$ cat config.mk
export PLATFORM = sky130hd
export DESIGN_NAME = counter_sync_param
export DESIGN_NICKNAME = d
export VERILOG_FILES = /design/src/rtl/counter_sync_param.sv
export SDC_FILE = /design/constraint.sdc
export NUM_CORES = 1
export LEC_CHECK = 0
export ABC_AREA = 1
export BUFFER_PORTS_ARGS = -buffer_cell sky130_fd_sc_hd__buf_2
export CAP_MARGIN = 20
export CORE_AREA = 2 2 39 41
export DETAILED_ROUTE_END_ITERATION = 8
export DIE_AREA = 0 0 41 43
export SLEW_MARGIN = 20
export SYNTH_ARGS = -nofsm -noshare
export SYNTH_HDL_FRONTEND = slang
export SYNTH_SLANG_ARGS = --single-unit
$ cat constraint.sdc
create_clock -name clk -period 1.4 [get_ports clk]
set_input_delay 0.14 -clock clk [delete_from_list [all_inputs] [get_ports clk]]
set_output_delay 0.14 -clock clk [all_outputs]
set_load 0.02 [all_outputs]
$ cat src/rtl/counter_sync_param.sv
// Parametrised up/down modulo counter with parallel load, enable, terminal count and wrap pulse.
// Latency: count/count_o/wrap update one clk edge after inputs are sampled; tc is combinational.
// Backpressure: none; en gates counting and load overrides en. Macro COUNTER_SAT_EN selects saturation.
module counter_sync_param #(
    parameter int WIDTH   = 3,
    parameter int MODULO  = 8,
    parameter int INV_OUT = 1
) (
    input  logic             clk,
    input  logic             rst,
    input  logic             en,
    input  logic             up_dn,
    input  logic             load,
    input  logic [WIDTH-1:0] load_val,
    output logic [WIDTH-1:0] count,
    output logic [WIDTH-1:0] count_o,
    output logic             tc,
    output logic             wrap
);

    // MODULO may equal 2**WIDTH, so the range check needs one extra bit.
    localparam logic [WIDTH:0]   MOD_EXT = (WIDTH+1)'(MODULO);
    localparam logic [WIDTH-1:0] MAX_VAL = WIDTH'(MODULO - 1);

`ifdef COUNTER_SAT_EN
    // Saturating: the end values are sticky in their own direction.
    localparam logic [WIDTH-1:0] UP_END_NXT = MAX_VAL;
    localparam logic [WIDTH-1:0] DN_END_NXT = '0;
`else
    // Wrap-around: leaving one end re-enters at the other.
    localparam logic [WIDTH-1:0] UP_END_NXT = '0;
    localparam logic [WIDTH-1:0] DN_END_NXT = MAX_VAL;
`endif

    logic             at_max;
    logic             at_zero;
    logic [WIDTH-1:0] load_clamped;
    logic [WIDTH-1:0] count_nxt;
    logic             wrap_nxt;

    assign at_max  = (count == MAX_VAL);
    assign at_zero = (count == '0);

    // Out-of-range load values are pinned to the top of the count range.
    assign load_clamped = ({1'b0, load_val} >= MOD_EXT) ? MAX_VAL : load_val;

    // Terminal count is masked while loading or idle.
    assign tc = en & ~load & (up_dn ? at_max : at_zero);

    // Next-state selection in priority order load > en > hold.
    always_comb begin
        count_nxt = count;
        if (load) begin
            count_nxt = load_clamped;
        end else if (en) begin
            if (up_dn) begin
                count_nxt = at_max ? UP_END_NXT : count + 1'b1;
            end else begin
                count_nxt = at_zero ? DN_END_NXT : count - 1'b1;
            end
        end
    end

`ifdef COUNTER_SAT_EN
    // No wrap ever happens in saturating mode.
    assign wrap_nxt = 1'b0;
`else
    // A terminal count on this edge is exactly a wrap.
    assign wrap_nxt = tc;
`endif

    // State register; rst clears everything immediately, without waiting for clk.
    always_ff @(posedge clk or posedge rst) begin
        if (rst) begin
            count <= '0;
            wrap  <= 1'b0;
        end else begin
            count <= count_nxt;
            wrap  <= wrap_nxt;
        end
    end

    // Output bus polarity fixed at elaboration.
    generate
        if (INV_OUT != 0) begin : g_inv
            assign count_o = ~count;
        end else begin : g_true
            assign count_o = count;
        end
    endgenerate

endmodule
==> results of run 1 <==
[flip-flops by register name (all words and copies together), names as in the netlist]
signal and flops:
count 3, wrap 1
[layout by cell type, fill, tap and decap left out, drive strengths merged]
| master | n |
|---|---|
| o21ai | 1 |
| ha | 4 |
| inv | 9 |
| a22oi | 3 |
| clkbuf | 3 |
| buf | 20 |
| dlygate4sd3 | 1 |
| nand2 | 14 |
| nand3 | 3 |
| dfrtp | 4 |
| a21oi | 2 |
| nor2 | 3 |
[kinds of logic (layout without fill, tap and decap cells)]
group | after synthesis | after routing | share of synthesized area
buffers and inverters | 9 | 33 | 0.108
DFF | 4 | 4 | 0.321
adders and majority gates | 4 | 4 | 0.161
AOI/OAI and AO/OA | 6 | 6 | 0.132
and+or+nand+nor | 20 | 20 | 0.277
[worst min path at each step]
stage | slack (ns) | end | cells after the start
finish | 0.14 | count[0]$_DFFE_PP0P_ | 3
floorplan | -0.09 | count[0]$_DFFE_PP0P_ | 1
global placement | 0.03 | wrap$_DFF_PP0_ | 2
CTS | 0.14 | count[0]$_DFFE_PP0P_ | 3
detailed placement | 0.04 | wrap$_DFF_PP0_ | 2
global route | 0.16 | count[0]$_DFFE_PP0P_ | 3
[final cells by class]
class	instances	area, sq um	area share
inverters	9	33.8	0.0629
flip-flops and latches	4	100	0.186
multi-input cells	30	231	0.431
repair buffers	21	129	0.240
clock buffers	3	22.5	0.0420
well taps	16	20.0	0.0373
[per-layer routing]
metal / global-route usage / vias to the layer above
li1: - / 188
met1: 0.185 / 160
met2: 0.194 / 22
met3: 0.0157 / 0
met4: 0.0800 / 0
met5: 0 / -
[power by group through the flow]
stage | sequential (mW) | clock [mW] | combinational (mW)
after floorplan | 0.157 | 0 | 0.0983
after global placement | 0.144 | 0 | 0.164
after detailed placement | 0.145 | 0 | 0.164
after CTS | 0.145 | 0.157 | 0.224
after global routing | 0.147 | 0.165 | 0.257
final | 0.144 | 0.152 | 0.229
[worst max-delay path, cell delays in order, from the launching register on]
cell     delay [ns]
dfrtp_1        0.38
ha_2           0.22
ha_4           0.15
nand2_4        0.06
a21oi_4        0.13
buf_6          0.13
[per-stage QoR]
step	util	cell area [sq um]	hold slack, ns	setup TNS, ns
after CTS	0.388	537	0.139	-0.0414
after global routing	0.388	537	0.158	-0.100
after detailed placement	0.302	418	0.0350	0
after floorplan	-	323	-0.0939	0
after global placement	0.302	418	0.0299	0
final	0.388	537	0.145	-0.0450
[timing repair]
| item | CTS | global route |
|---|---|---|
| setup endpoints to repair | 1 | 1 |
| hold buffers | 1 | 0 |
| setup buffers | 5 | 0 |
| hold endpoints to repair | 4 | 0 |
| resized for setup | 11 | 0 |
| pin swaps | 3 | 1 |
==> impl_metrics.toml, run 1 <==
[floorplan]
fp.dieH_microns = 43
fp-row-count = 14
die_w_microns = 41
ios = 16
die_area_sq_um = 1760
start_util = 0.225
coreArea_sq_um = 1380

[logic_synthesis]
seq_area_frac_synth = 0.321
yosys_register_bits = 4
synth_edf_count = 0
syn-mean-instance-area_sq_um = 7.25
synth_cells = 43
yosys-top-cells-area = "dfrtp_1, ha_1, nand2_1"
yosys.area.top_type = "dfrtp_1"
ys_types = 13
syn_area_sq_um = 312
async_flop_share = 1.00
synthTopCellsByCount = "nand2_1, inv_1, dfrtp_1, ha_1"
yosys_warnings = 0
syn_nets = 55
synthFlopType = "dfrtp_1"
yosysMostFrequentCell = "nand2_1"
synth_top_area_frac = 0.321

[global_routing]
grt-ovfl-total = 0
grt_start_max_net_pins = 6
grt_pass1_vias = 350
antenna_found_initial = 0
grtUsageTotal = 0.135
grt_pass1_wl_mm = 1.56

[route]
drc_errors = 0
routedWlPerCell_microns = 11.2
drtIter0Drc = 3
drt-met1-wl_microns = 417
wl_met2_microns = 434
num_vias = 370
viasPerCell = 4.46
route.met3.wl_microns = 78
route.antenna.remaining_nets = 0
dr.pass1.iters = 4
top_layer = "met3"
wirelength_microns = 930

[sta]
tightest_slew_ns = 0.259
fmax_mhz = 692
period_share = 1.03
slew_viol_final = 0
layout_setup_ws_ns = -0.0450
rsz0062_at_grt = "true"
setup_viol = 1
max_slew_margin = 0.828
finalClockSkew_ns = 0.0102
hold_viol_final = 0
period_needed_ns = 1.45

[setup_path]
r2r_slack_ns = 0.17
worst-setup-path-type = "reg -> out"
reg2reg_depth = 9
arrival_ns = 1.31
start_kind = "flip-flop"
cp.required_ns = 1.26
timing.rr.start = "count[0]$_DFFE_PP0P_"
setup.worst_path.end = "tc"
crit_start = "count[1]$_DFFE_PP0P_"
cp_max_fo = 3
reg2reg_to = "count[2]$_DFFE_PP0P_"
cp-end-kind = "output pin"

[place]
placed_cells = 74
place_ws_ns = 0.0987
place_congestion = 0.760
dp_hpwl_microns = 633
port_buffers = 15

[clock_network]
clkSlewWorstSetupHoldPaths_ns = 0.05
clockBufferDepth = 2
numCtsBuffers = 3
cts.sinks = 4
ctsHtreeMaxLevel = 1
tritoncts = "yes"
cts-root-buf = "clkbuf_4"
clk_latency_ns = 0.24

[power]
ir_drop_v = 0.000422
total_leakage_power_nw = 0.296
power_density_nw_per_um2 = 977
comb_power_share = 0.436
finalPower_mw = 0.525
p_switching_mw = 0.197
p_clk_frac = 0.289
power.internal_mw = 0.328
seqPwrFrac = 0.275
swShare = 0.376

[run_status]
outcome = "finished, violations left"
violations = "setup timing"

[finish]
antennaDiodeCount = 0
nets = 81
drive_above_1_share = 0.522
final_cells = 83
area_growth_pct = 72.3
fillCellCount = 156

[job]
cap_violations = 0

[min_path]
hold_start = "load_val[0]"
hold_path.class = "in -> reg"
(Power assumes the default switching activity.)
==> run 2: changes to the inputs <==
GPL_TIMING_DRIVEN = 0   (was not set)
PLACE_DENSITY_LB_ADDON = 0.25   (was not set)
==> impl_metrics.toml, run 2 (synthesized netlist as in run 1, its figures left out) <==
[run_status]
outcome = "finished, violations left"
violations = "setup timing"

[finish]
multi_input_area_sq_um = 224
final_common_cell = "buf_2"
mostFrequentLayoutCells = "buf_2, nand2_1, inv_1"
register_area_sq_um = 100
drive_above_1_share = 0.508
nets = 79
fillCellCount = 152
largest_reg_flops = 3
fin_area_sq_um = 514
area_growth_pct = 65.1
reg.largest.list = "count (3), wrap (1)"
largest-register = "count"
final_util = 0.372
antennaDiodeCount = 0

[global_routing]
antenna_found_initial = 0
grt_pass1_wl_mm = 1.15
grtUsageTotal = 0.0968
grt_start_max_net_pins = 6
grt_pass1_vias = 285
grt-ovfl-total = 0

[place]
dp_hpwl_microns = 605
placed_cell_area_sq_um = 418
place_congestion = 0.628
port_buffers = 15

[setup_path]
r2r_slack_ns = 0.18
cp_max_fo = 4
cp.required_ns = 1.26
arrival_ns = 1.30
start_kind = "flip-flop"
cp-end-kind = "output pin"
worst-setup-path-type = "reg -> out"

[job]
cap_violations = 0

[floorplan]
ios = 16
start_util = 0.225
fp.dieH_microns = 43
die_w_microns = 41
coreArea_sq_um = 1380
fp-row-count = 14
die_area_sq_um = 1760

[power]
p_clk_frac = 0.280
comb_power_share = 0.422
swShare = 0.353
power_density_nw_per_um2 = 940
power.internal_mw = 0.313
ir_drop_v = 0.000549
seqPwrFrac = 0.298
total_leakage_power_nw = 0.285
p_switching_mw = 0.171

[sta]
fmax_mhz = 696
period_share = 1.03
setup_viol = 1
finalSetupTns_ns = -0.0377
slew_viol_final = 0
finalClockSkew_ns = 0.00180
layout_setup_ws_ns = -0.0377
max_slew_margin = 0.845
tightest_slew_ns = 0.233
hold_viol_final = 0
rsz0062_at_grt = "true"
period_needed_ns = 1.44

[clock_network]
clockBufferDepth = 2
clk_latency_ns = 0.23
clkSlewWorstSetupHoldPaths_ns = 0.03
cts-root-buf = "clkbuf_4"
tritoncts = "yes"
numCtsBuffers = 3
ctsHtreeMaxLevel = 1
cts.sinks = 4

[route]
wirelength_microns = 741
routedWlPerCell_microns = 9.15
viasPerCell = 4.17
dr.pass1.iters = 2
route.antenna.remaining_nets = 0
drtIter0Drc = 5
drc_errors = 0
num_vias = 338

[min_path]
hold_path.class = "in -> reg"
[run 2: changes by cell type in the layout (fill, tap and decap cells not counted)]
cell / previous run / this run
buf_4: 5 / 3
nand3_2: 0 / 1
nand3_4: 1 / 0
[run 2: area by class of cell]
cell class | count | share of cell area
flip-flops and latches | 4 | 0.195
multi-input cells | 30 | 0.436
inverters | 9 | 0.0657
repair buffers | 19 | 0.221
clock buffers | 3 | 0.0438
well taps | 16 | 0.0389
[run 2: worst paths after layout]
| path | startpoint | end | depth (start not counted) |
|---|---|---|---|
| min in group asynchronous | rst | wrap$_DFF_PP0_ | 3 |
| min | load_val[2] | count[2]$_DFFE_PP0P_ | 3 |
| max reg2reg | count[0]$_DFFE_PP0P_ | count[2]$_DFFE_PP0P_ | 9 |
| max | count[1]$_DFFE_PP0P_ | tc | 5 |
| max in group asynchronous | rst | count[2]$_DFFE_PP0P_ | 3 |
| min reg2reg | count[1]$_DFFE_PP0P_ | count[1]$_DFFE_PP0P_ | 2 |
[run 2: what timing repair did]
action / CTS / global route
hold buffers: 1 / 0
setup buffers: 3 / 0
pin swaps: 2 / 1
gates resized for setup: 10 / 0
hold endpoints to repair: 4 / 0
endpoints found under the setup margin: 1 / 1
[run 2: through the flow]
step                hold slack (ns)  setup WS, ns  cells  power (mW)
finish                        0.166       -0.0377     81       0.484
global route                  0.200        -0.124     81       0.530
CTS                           0.151       -0.0616     81       0.497
detailed placement           0.0225        0.0832     74       0.309
global placement             0.0232        0.0970     74       0.307
floorplan                   -0.0939        0.0133     43       0.255
[run 2: metal layers]
| metal | GRT usage | routed length, microns |
|---|---|---|
| met1 | 0.147 | 358 |
| met2 | 0.131 | 343 |
| met3 | 0 | 39 |
| met4 | 0.0600 | 0 |
| met5 | 0 | 0 |
[run 2: power groups by stage]
stage / sequential [mW] / clock (mW) / combinational (mW)
6_report: 0.144 / 0.135 / 0.204
2_1_floorplan: 0.157 / 0 / 0.0983
4_1_cts: 0.144 / 0.146 / 0.206
3_5_place_dp: 0.144 / 0 / 0.165
5_1_grt: 0.147 / 0.153 / 0.231
3_3_place_gp: 0.144 / 0 / 0.163
[run 2: worst max-delay path, cell delays in order, from the launching register on]
cell	delay [ns]
dfrtp_1	0.39
ha_2	0.22
ha_4	0.15
nand2_4	0.05
a21oi_4	0.13
buf_6	0.13
==> run 3: changes to the inputs <==
SETUP_SLACK_MARGIN = 0.15   (was not set)
==> impl_metrics.toml, run 3 (synthesized netlist as in run 1, its figures left out) <==
[min_path]
hold_path.class = "in -> reg"
whs_path_depth = 3

[global_routing]
grt-ovfl-total = 0
grtUsageTotal = 0.110
antenna_found_initial = 0
grt_start_max_net_pins = 6
grt_pass1_vias = 333
grt_pass1_wl_mm = 1.31

[power]
power_density_nw_per_um2 = 928
ir_drop_v = 0.000458
total_leakage_power_nw = 0.307

[finish]
largest-register = "count"
fin_area_sq_um = 594
mostFrequentLayoutCells = "buf_2, nand2_1"
area_growth_pct = 90.8
largest_reg_flops = 3
antennaDiodeCount = 0
final_common_cell = "buf_2"
reg.largest.list = "count (3), wrap (1)"
drive_above_1_share = 0.594
nets = 82

[floorplan]
fp-row-count = 14
die_area_sq_um = 1760
coreArea_sq_um = 1380
start_util = 0.225
fp.dieH_microns = 43
die_w_microns = 41
ios = 16

[route]
route.antenna.remaining_nets = 0
wirelength_microns = 804
routedWlPerCell_microns = 9.46
drc_errors = 0
drtIter0Drc = 6
viasPerCell = 4.09
num_vias = 348
dr.pass1.iters = 2

[sta]
layout_setup_ws_ns = -0.0351
max_slew_margin = 0.853
period_needed_ns = 1.44
slew_viol_final = 0
finalClockSkew_ns = 0.00545
period_share = 1.03
setup_viol = 1
timing.hold.ws_ns = 0.148
hold_viol_final = 0
rsz0062_at_grt = "true"
tightest_slew_ns = 0.221
fmax_mhz = 697

[run_status]
outcome = "finished, violations left"
violations = "setup timing"

[clock_network]
ctsHtreeMaxLevel = 1
clkSlewWorstSetupHoldPaths_ns = 0.04
clk_latency_ns = 0.23
numCtsBuffers = 3
clockBufferDepth = 2
tritoncts = "yes"
cts.sinks = 4
cts-root-buf = "clkbuf_4"

[setup_path]
reg2reg_depth = 10
cp-end-kind = "output pin"
arrival_ns = 1.30
cp_max_fo = 4
worst-setup-path-type = "reg -> out"
cp.required_ns = 1.26
start_kind = "flip-flop"

[place]
port_buffers = 15
dp_hpwl_microns = 650
place_congestion = 0.655
placed_cell_area_sq_um = 440
place_ws_ns = 0.103

[job]
cap_violations = 0
==> run 3: changes by cell type in the layout (fill, tap and decap cells not counted), moves of 2 or more <==
cell,change
buf_6,+3
ha_4,+2
dfrtp_1,-2
dfrtp_2,+2
inv_4,+2
==> run 3: cell type report <==
| cell class | instances | area (sq um) |
|---|---|---|
| fillers | 159 | 790 |
| multi-input cells | 30 | 256 |
| repair buffers | 22 | 150 |
| flip-flops and latches | 4 | 103 |
| inverters | 9 | 38.8 |
| clock buffers | 4 | 26.3 |
| well taps | 16 | 20.0 |
==> run 3: per-stage QoR <==
step                 util  setup TNS [ns]  cells  total power [mW]
floorplan               -               0     43             0.272
global placement    0.318               0     74             0.326
detailed placement  0.318               0     74             0.331
CTS                 0.400         -0.0482     83             0.532
global route        0.429          -0.107     85             0.601
finish              0.429         -0.0351     85             0.552
==> run 3: report_power, final <==
part,internal [mW],leakage [nW],switching [mW],total (mW)
Combinational,0.119,0.244,0.129,0.248
Sequential,0.130,0.0477,0.0224,0.152
Clock,0.107,0.0150,0.0448,0.152
Total,0.356,0.307,0.196,0.552
==> run 3: what timing repair did <==
item,CTS,global route
resized for setup,9,8
hold buffers,1,0
endpoints found under the setup margin,2,3
hold endpoints to repair,4,0
pin swaps,3,7
buffers inserted,4,2
==> run 3: layer usage <==
metal	global-route usage	routed length (microns)	vias to the layer above	part of all wire
met2	0.169	400	11	0.50
met3	0	31	0	0.039
met4	0.0600	0	0	0
li1	-	-	189	-
met1	0.149	372	148	0.46
met5	0	0	-	0
==> run 3: critical path, stage by stage, from the launching register on <==
cell     delay (ns)
dfrtp_2        0.45
inv_4          0.08
ha_4           0.14
nand3_4        0.09
a21oi_4        0.17
buf_6          0.13
==> run 3: final timing paths <==
kind / startpoint / endpoint / slack [ns]
min in group asynchronous: rst / count[1]$_DFFE_PP0P_ / 0.32
setup / recovery: count[1]$_DFFE_PP0P_ / tc / -0.04
max in group asynchronous: rst / count[0]$_DFFE_PP0P_ / 0.92
setup reg to reg: count[0]$_DFFE_PP0P_ / count[2]$_DFFE_PP0P_ / 0.12
hold reg to reg: count[0]$_DFFE_PP0P_ / count[0]$_DFFE_PP0P_ / 0.59
hold / removal: load_val[0] / count[0]$_DFFE_PP0P_ / 0.15
